### src/rtl/ahb_bram_preload_128_pkg.sv
// Shared AHB-Lite encodings and FSM state type for the BRAM boot preload engine.
package ahb_bram_preload_128_pkg;

    localparam logic [1:0] HTRANS_IDLE   = 2'b00;
    localparam logic [1:0] HTRANS_BUSY   = 2'b01;
    localparam logic [1:0] HTRANS_NONSEQ = 2'b10;
    localparam logic [1:0] HTRANS_SEQ    = 2'b11;

    localparam logic HRESP_OKAY  = 1'b0;
    localparam logic HRESP_ERROR = 1'b1;

    localparam logic [2:0] HSIZE_128 = 3'b100;

    localparam int LINE_BYTES = 16;

    typedef enum logic [2:0] {
        ST_IDLE,
        ST_COLLECT,
        ST_ADDR,
        ST_DATA,
        ST_DONE
    } state_e;

endpackage

### src/rtl/ahb_bram_preload_128_bram_line_packer.sv
// Packs a byte stream little-endian into 128-bit lines; line_full marks the 16th accept.
module ahb_bram_preload_128_bram_line_packer
    import ahb_bram_preload_128_pkg::*;
(
    input  logic         clk,
    input  logic         rst_n,
    input  logic         clear,
    input  logic         enable,
    input  logic         in_valid,
    input  logic [7:0]   in_data,
    output logic         line_full,
    output logic [127:0] line_buf
);

    logic [3:0]   byte_cnt_q, byte_cnt_d;
    logic [127:0] line_buf_q, line_buf_d;
    logic         accept;

    always_comb begin
        accept     = enable & in_valid;
        line_full  = accept && (byte_cnt_q == 4'(LINE_BYTES - 1));
        byte_cnt_d = byte_cnt_q;
        line_buf_d = line_buf_q;
        if (clear) begin
            byte_cnt_d = '0;
        end else if (accept) begin
            // Byte n lands in lane n; the 4-bit counter wraps to 0 after the 16th byte.
            line_buf_d[{byte_cnt_q, 3'b000} +: 8] = in_data;
            byte_cnt_d = byte_cnt_q + 4'd1;
        end
    end

    always_ff @(posedge clk or negedge rst_n) begin
        if (!rst_n) begin
            byte_cnt_q <= '0;
            line_buf_q <= '0;
        end else begin
            byte_cnt_q <= byte_cnt_d;
            line_buf_q <= line_buf_d;
        end
    end

    assign line_buf = line_buf_q;

endmodule

### src/rtl/ahb_bram_preload_128.sv
// AHB-Lite boot preload master: collects 16 stream bytes per line and writes each line
// to the 128-bit BRAM as a single NONSEQ transfer, reporting done/error to the boot controller.
module ahb_bram_preload_128
    import ahb_bram_preload_128_pkg::*;
#(
    parameter int ADDRESSWIDTH = 18,
    parameter int NUMWORDS     = 16384,
    parameter int BASEWORD     = 0
) (
    input  logic                    HCLK,
    input  logic                    HRESETn,
    input  logic                    start,
    input  logic [7:0]              in_data,
    input  logic                    in_valid,
    output logic                    in_ready,
    output logic [ADDRESSWIDTH-1:0] HADDR,
    output logic [1:0]              HTRANS,
    output logic [2:0]              HSIZE,
    output logic                    HWRITE,
    output logic [127:0]            HWDATA,
    input  logic                    HREADY,
    input  logic                    HRESP,
    output logic                    busy,
    output logic                    done,
    output logic                    error
);

    localparam int LW = ADDRESSWIDTH - 4;
    localparam int CW = ADDRESSWIDTH - 3;
    localparam logic [LW-1:0] BASE_L   = LW'(BASEWORD);
    localparam logic [CW-1:0] LAST_CNT = CW'(NUMWORDS - 1);

    state_e                  state_q, state_d;
    logic [1:0]              htrans_q, htrans_d;
    logic                    hwrite_q, hwrite_d;
    logic [ADDRESSWIDTH-1:0] haddr_q, haddr_d;
    logic [127:0]            hwdata_q, hwdata_d;
    logic                    in_ready_q, in_ready_d;
    logic                    busy_q, busy_d;
    logic                    done_q, done_d;
    logic                    error_q, error_d;
    logic [CW-1:0]           line_cnt_q, line_cnt_d;

    logic                    start_acc;
    logic                    line_full;
    logic [127:0]            line_buf;

    ahb_bram_preload_128_bram_line_packer u_packer (
        .clk       (HCLK),
        .rst_n     (HRESETn),
        .clear     (start_acc),
        .enable    (in_ready_q),
        .in_valid  (in_valid),
        .in_data   (in_data),
        .line_full (line_full),
        .line_buf  (line_buf)
    );

    always_comb begin
        start_acc  = start && (state_q == ST_IDLE || state_q == ST_DONE);
        state_d    = state_q;
        htrans_d   = htrans_q;
        hwrite_d   = hwrite_q;
        haddr_d    = haddr_q;
        hwdata_d   = hwdata_q;
        in_ready_d = in_ready_q;
        busy_d     = busy_q;
        done_d     = done_q;
        error_d    = error_q;
        line_cnt_d = line_cnt_q;
        case (state_q)
            ST_IDLE, ST_DONE: begin
                if (start) begin
                    state_d    = ST_COLLECT;
                    busy_d     = 1'b1;
                    done_d     = 1'b0;
                    error_d    = 1'b0;
                    line_cnt_d = '0;
                    in_ready_d = 1'b1;
                end
            end
            ST_COLLECT: begin
                if (line_full) begin
                    state_d    = ST_ADDR;
                    in_ready_d = 1'b0;
                    htrans_d   = HTRANS_NONSEQ;
                    hwrite_d   = 1'b1;
                    haddr_d    = {BASE_L + line_cnt_q[LW-1:0], 4'b0000};
                end
            end
            ST_ADDR: begin
                if (HREADY) begin
                    state_d  = ST_DATA;
                    htrans_d = HTRANS_IDLE;
                    hwrite_d = 1'b0;
                    hwdata_d = line_buf;
                end
            end
            ST_DATA: begin
                // Either cycle of the two-cycle ERROR response aborts the load.
                if (HRESP == HRESP_ERROR) begin
                    state_d = ST_DONE;
                    error_d = 1'b1;
                    busy_d  = 1'b0;
                end else if (HREADY) begin
                    line_cnt_d = line_cnt_q + 1'b1;
                    if (line_cnt_q == LAST_CNT) begin
                        state_d = ST_DONE;
                        busy_d  = 1'b0;
                        done_d  = 1'b1;
                    end else begin
                        state_d    = ST_COLLECT;
                        in_ready_d = 1'b1;
                    end
                end
            end
            default: state_d = ST_IDLE;
        endcase
    end

    always_ff @(posedge HCLK or negedge HRESETn) begin
        if (!HRESETn) begin
            state_q    <= ST_IDLE;
            htrans_q   <= HTRANS_IDLE;
            hwrite_q   <= 1'b0;
            haddr_q    <= '0;
            hwdata_q   <= '0;
            in_ready_q <= 1'b0;
            busy_q     <= 1'b0;
            done_q     <= 1'b0;
            error_q    <= 1'b0;
            line_cnt_q <= '0;
        end else begin
            state_q    <= state_d;
            htrans_q   <= htrans_d;
            hwrite_q   <= hwrite_d;
            haddr_q    <= haddr_d;
            hwdata_q   <= hwdata_d;
            in_ready_q <= in_ready_d;
            busy_q     <= busy_d;
            done_q     <= done_d;
            error_q    <= error_d;
            line_cnt_q <= line_cnt_d;
        end
    end

    assign in_ready = in_ready_q;
    assign HADDR    = haddr_q;
    assign HTRANS   = htrans_q;
    assign HSIZE    = HSIZE_128;
    assign HWRITE   = hwrite_q;
    assign HWDATA   = hwdata_q;
    assign busy     = busy_q;
    assign done     = done_q;
    assign error    = error_q;

endmodule

### config.mk
export PLATFORM = sky130hd
export DESIGN_NAME = ahb_bram_preload_128
export DESIGN_NICKNAME = d
export VERILOG_FILES = /design/src/rtl/ahb_bram_preload_128_pkg.sv /design/src/rtl/ahb_bram_preload_128_bram_line_packer.sv /design/src/rtl/ahb_bram_preload_128.sv
export SDC_FILE = /design/constraint.sdc
export NUM_CORES = 1
export LEC_CHECK = 0
export ABC_CLOCK_PERIOD_IN_PS = 6600
export CAP_MARGIN = 40
export CORE_MARGIN = 2
export CORE_UTILIZATION = 59
export DETAILED_ROUTE_END_ITERATION = 16
export HOLD_SLACK_MARGIN = 0.08
export PLACE_DENSITY = 0.82
export SKIP_LAST_GASP = 1
export SYNTH_ARGS = -nofsm -noshare
export SYNTH_HDL_FRONTEND = slang
export SYNTH_HIERARCHICAL = 1
export SYNTH_SLANG_ARGS = --single-unit
### constraint.sdc
create_clock -name HCLK -period 6.6 [get_ports HCLK]
set_input_delay 1.32 -clock HCLK [delete_from_list [all_inputs] [get_ports HCLK]]
set_output_delay 1.32 -clock HCLK [all_outputs]
set_load 0.05 [all_outputs]
== Word-level counts from Yosys, hierarchy flattened ==
Index checks and enable logic that the tools add are counted.

* Register bits after elaboration: 299
* Bits of input ports: 14
* Logic and storage cells: 91

* Add/sub/neg operators: 3
* Eq/ne operators: 16
* Shift operators: 2
* Multiplexer cells: 37
* Bitwise operators: 2
* Reduce and logical (&&, ||, !) cells: 19

{| class="wikitable"
|+ Operators with widths
! kind !! number
|-
| 128-bit bitwise mux || 1
|-
| 8-bit by 9-bit variable shift with 128-bit output (first input constant) || 1
|-
| 8-bit by 9-bit variable part select with 128-bit output || 1
|-
| 15-bit 2-to-1 mux || 3
|-
| 15-bit case mux with 2 select lines || 1
|-
| 3-bit 2-to-1 mux || 6
|-
| 2-bit != test (second input constant) || 8
|-
| 15-bit by 1-bit adder with 15-bit output (second input constant) || 1
|-
| 15-bit by 14-bit equality test with 1-bit output (second input constant) || 1
|-
| 1-bit 2-to-1 mux || 15
|-
| 3-bit case mux with 4 select lines || 1
|-
| 4-bit AND reduction || 3
|-
| 7-bit negation with 9-bit output || 1
|-
| 4-bit 2-to-1 mux || 2
|-
| 1-bit case mux with 2 select lines || 4
|-
| 3-bit by 2-bit equality test with 1-bit output (second input constant) || 2
|-
| 3-bit != test (second input constant) || 2
|-
| 2-bit AND reduction || 3
|-
| 3-bit AND reduction || 2
|-
| 6-bit AND reduction || 1
|-
| 2-bit nonzero test || 3
|-
| 5-bit AND reduction || 1
|-
| 4-bit by 1-bit adder with 4-bit output (second input constant) || 1
|-
| 4-bit equality test (second input constant) || 1
|-
| 12 further kinds || 14
|}

== Longest topological paths before layout ==
* Depth after elaboration: 5
* Mapped depth: 11

== By module ==
The synthesis kept the hierarchy.

{| class="wikitable"
|+ Modules (own cells, without submodules)
! module !! times used !! cells an instance !! area an instance (um^2)
|-
| ahb_bram_preload_128 || 1 || 445 || 6,565.0
|-
| ahb_bram_preload_128_bram_line_packer || 1 || 420 || 5,545.3
|}

== Worst setup path after synthesis ==
OpenSTA, ideal clock, no wires.

* Path kind: input port to flip-flop
* From: input port start
* To: register u_packer.line_buf_q[48] (netlist: u_packer/line_buf[48])
* Arrival time: 3.315 ns
* Required time: 6.475 ns
* Setup slack: 3.160 ns
* Cell stages on the path: 10
* Path through: or3b_1 -> buf_2 -> inv_2 -> clkbuf_1 -> and3b_1 -> buf_4 -> o21ai_2 -> nor3_2 -> nand2_2 -> mux2_2

* Word-level cells in the longest chain between the ends: 3

{| class="wikitable"
|+ Ends and longest elaborated chain
! what !! RTL line !! text
|-
| start: declaration || ahb_bram_preload_128.sv:12 || <nowiki>input logic start,</nowiki>
|-
| 1-bit logical AND || ahb_bram_preload_128.sv:60 || <nowiki>start_acc = start && (state_q == ST_IDLE || state_q == ST_DONE);</nowiki>
|-
| net start_acc || ahb_bram_preload_128.sv:44 || <nowiki>logic start_acc;</nowiki>
|-
| 1-bit NOT (no source line) || -- ||
|-
| 2-bit AND reduction (no source line) || -- ||
|-
| end signal: assignment || ahb_bram_preload_128_bram_line_packer.sv:39 || <nowiki>line_buf_q <= line_buf_d;</nowiki>
|-
| end: declaration || ahb_bram_preload_128_bram_line_packer.sv:16 || <nowiki>logic [127:0] line_buf_q, line_buf_d;</nowiki>
|}

The timed path passes the listed nets, and every way through them passes these cells.
A chain may end at the register's enable or synchronous reset.

== Final worst setup path ==
* From: input port start
* To: register u_packer.line_buf_q[25] (netlist: u_packer/line_buf[25])

* Word-level cells in the longest chain between the ends: 3

{| class="wikitable"
|+ Ends and longest elaborated chain
! what !! RTL line
|-
| 1-bit logical AND || ahb_bram_preload_128.sv:60
|-
| 1-bit NOT (no source line) || --
|-
| 2-bit AND reduction (no source line) || --
|}

No other way between the ends.

==> reports/summary.txt <==
worst hold endpoint = u_packer/line_buf[122]
H-tree levels = 1
Area Overhead vs Synth = 22.46%
# rows = 52
Highest Signal Layer = met4
Initial Util = 0.6004
drt pass-1 iters = 5
EDFF count, synth = 0
share of post-route cells with drive strength above 1 = 0.3156
WL met3 = 1303 µm
worst skew pair latency = 530 ps
dominant cell type by area after synthesis = dfrtp_1
main combinational cell family by area after synthesis = multiplexers
synth top area cells = dfrtp_1 61%, mux2_2 22%, nand2_1 1.7%, o21ai_0 1.4%, buf_2 0.91%
CTS Buffer Depth = 3
Commonest cells post-synth = 297 x dfrtp_1, 232 x mux2_2, 54 x nand2_1
Post-Synth Adder-Cell Area = 0.005166
r2r startpoint = u_packer/byte_cnt_q[0]
PwrDens = 403.4 mW/mm²
Final Instance Count excl. Fillers = 1303
Cell variety after synth = 69
Synth top area share = 0.6137
CTS tree = done
Lkg Pwr = 6.981 nW
Crit. End Element = flip-flop
Crit path arrival time = 3950 ps
largest net degree at the start of global routing = 157
Max Clk Rate = 282.5 MHz
simple-gate share of the synthesized area = 0.07552
Hold Path Class = reg -> reg
crit-path cells = clkdlybuf4s50_1 > or3b_1 > inv_2 > and3b_1 > o21a_1 > nand2_2 > nor2_4 > mux2_2
met2 routed WL = 12570 µm
Worst-Margin Slew = 1025 ps
DRC = 0
# resized after CTS = 0
chip width = 147.3 µm
Post-synth ARST share = 1.000
worst vdd ir = 0.2234 mV
PortBufs = 161
Core Area = 0.02017 mm²
CP peak stage delay = 420 ps
antenna fix cells = 0
Top delay family on crit path = simple AND/OR/NAND/NOR gates
Synth Register Bits = 297
post-route clock period utilization = 0.5364
footprint of the multi-input gates = 0.004388 mm²
dpl cells = 1255
syn avg cell area = 14.00 µm²
clock transition at the registers of the reported paths = 60 ps
status = finished, final reports clean
vias in the first global route = 7517
worst hold path startpoint = u_packer/line_buf[122]
final setup violating endpoints = 0
Worst Path Buf+Inv = 2
Max Transition Viols Final = 0
Pwr Total = 5.983 mW
R2R setup slack = 3550 ps
Main synth FF type = dfrtp_1
synth warn = 6
IO Pins = 170
XOR/XNOR Fraction of Synth Area = 0.007955
Hold Path Depth = 2
CP Class = in -> reg
final setup TNS = 0 ps
Mapped Area = 0.01211 mm²
most common cell in the netlist = dfrtp_1
Remaining Overflow, GRT = 0
Routed Antenna Nets = 0
CTS Root Cell = clkbuf_16
gpl congestion = 0.8584
met1 WL = 11000 µm
initial drt markers = 343
nature of the critical path startpoint = input pin
Routed WL = 25580 µm
CTS sink cnt = 297
Reg2Reg Depth = 7
Final nets = 1035
Setup Fix Bufs, Post-CTS = 0
first-pass GRT wire length = 41100 µm
CP Max Fanout = 20
Vias = 7322
Seq/Total Area, Yosys = 0.6137
drt wl/cell = 19.63 µm
DP HPWL = 16440 µm
CP required = 7010 ps
total die area = 0.02169 mm²
gr usage total = 0.2393
Slowest cell on crit path = clkdlybuf4s50_1
Mapped Cells = 865
Final Core Density = 0.7353
antenna violations before repair = 0
average vias per placed instance = 5.619
CTS Hold Bufs = 0
CTS buffer count = 29
max_cap viols = 0
Compound-Gate Fraction of Synth Area = 0.04711
Clock Skews = 8.553 ps
DIE HEIGHT = 147.3 µm
Slew HR = 0.3170
register area = 0.007432 mm²
multiplexer share of the synthesized area = 0.2237
Worst R2R End = u_packer/line_buf[59]
Hold Vio Cnt, Final = 0
fillers = 1321
RSZ-0062 raised after global routing = no
Tmin final = 3540 ps
==> power breakdown <==
| group | switching, mW | internal [mW] | leakage [nW] |
|---|---|---|---|
| clock | 0.646 | 0.985 | 0.474 |
| sequential | 0.314 | 2.28 | 4.05 |
| combinational | 1.05 | 0.710 | 2.46 |
==> final cells by class <==
type / count / area share
inverters: 8 / 0.002025
flip-flops and latches: 297 / 0.5011
clock buffers: 43 / 0.05923
clock inverters: 5 / 0.005062
multi-input cells: 512 / 0.2959
well taps: 270 / 0.02278
repair buffers: 168 / 0.1139
==> cell families (layout without fill, tap and decap cells) <==
family	count (synthesis)	count (layout)
simple gates	158	158
other cells	2	8
xor+xnor	8	8
flops	297	297
buf+inv	62	224
mux	239	239
fa+ha+maj	5	5
compound gates	94	94
==> sequential cells by signal, indices dropped and copies added (netlist names), 3 cells and up <==
name / cells
HWDATA: 128
u_packer/line_buf: 128
state_q: 3
line_cnt_q: 15
HADDR: 14
u_packer/byte_cnt_q: 4
==> cells in the final DEF (no fill, tap or decap), drive strengths merged, types with 2 or more instances in the layout <==
cell           instances
o21a                   2
a31oi                  2
xor2                   5
nor2                  18
nand4b                 2
dfrtp                297
clkinv                 3
o21ai                 55
o311ai                 2
o41ai                  2
nor3b                  2
mux2                 238
inv                    8
bufinv                 2
nor2b                  3
clkdlybuf4s50        160
nor3                   6
a21oi                 15
ha                     5
and3                  13
or3b                   2
or4                    8
buf                    8
nand4                  2
nor4                   2
and3b                  2
nand2                 62
nand2b                 5
o31ai                  7
xnor2                  3
and2                  10
clkbuf                43
nand3                 15
conb                   8
or2                    4
==> metrics by stage <==
step	instance area, µm²	hold WS (ps)	setup slack [ps]
after CTS	14830	480.4	3130
after detailed placement	13880	466.3	2607
after global routing	14830	502.3	2980
after global placement	13840	460.9	2742
final	14830	480.5	3060
after floorplan	12130	444.4	3160
==> layer usage <==
layer,vias up,global-route usage
li1,3342,-
met4,0,0.07115
met5,-,0
met3,58,0.04286
met1,3728,0.3286
met2,194,0.3963
==> worst max path at each step <==
stage | to | slack, ps | startpoint | depth (start not counted)
after floorplan | u_packer/line_buf[48] | 3160 | start | 10
after global placement | u_packer/line_buf[58] | 2740 | start | 6
after global routing | u_packer/line_buf[13] | 2980 | start | 8
after detailed placement | u_packer/line_buf[25] | 2610 | start | 8
after CTS | u_packer/line_buf[25] | 3130 | start | 8
final | u_packer/line_buf[25] | 3060 | start | 8
==> worst register-to-register path: cells and delay by family (launching register included) <==
family          cells  cell delay [ps]
simple gates        3             1090
buf+inv             1              250
flops               1              640
mux                 1              420
compound gates      1              210
fa+ha+maj           1              320
Power figures use the tool's default switching activity.
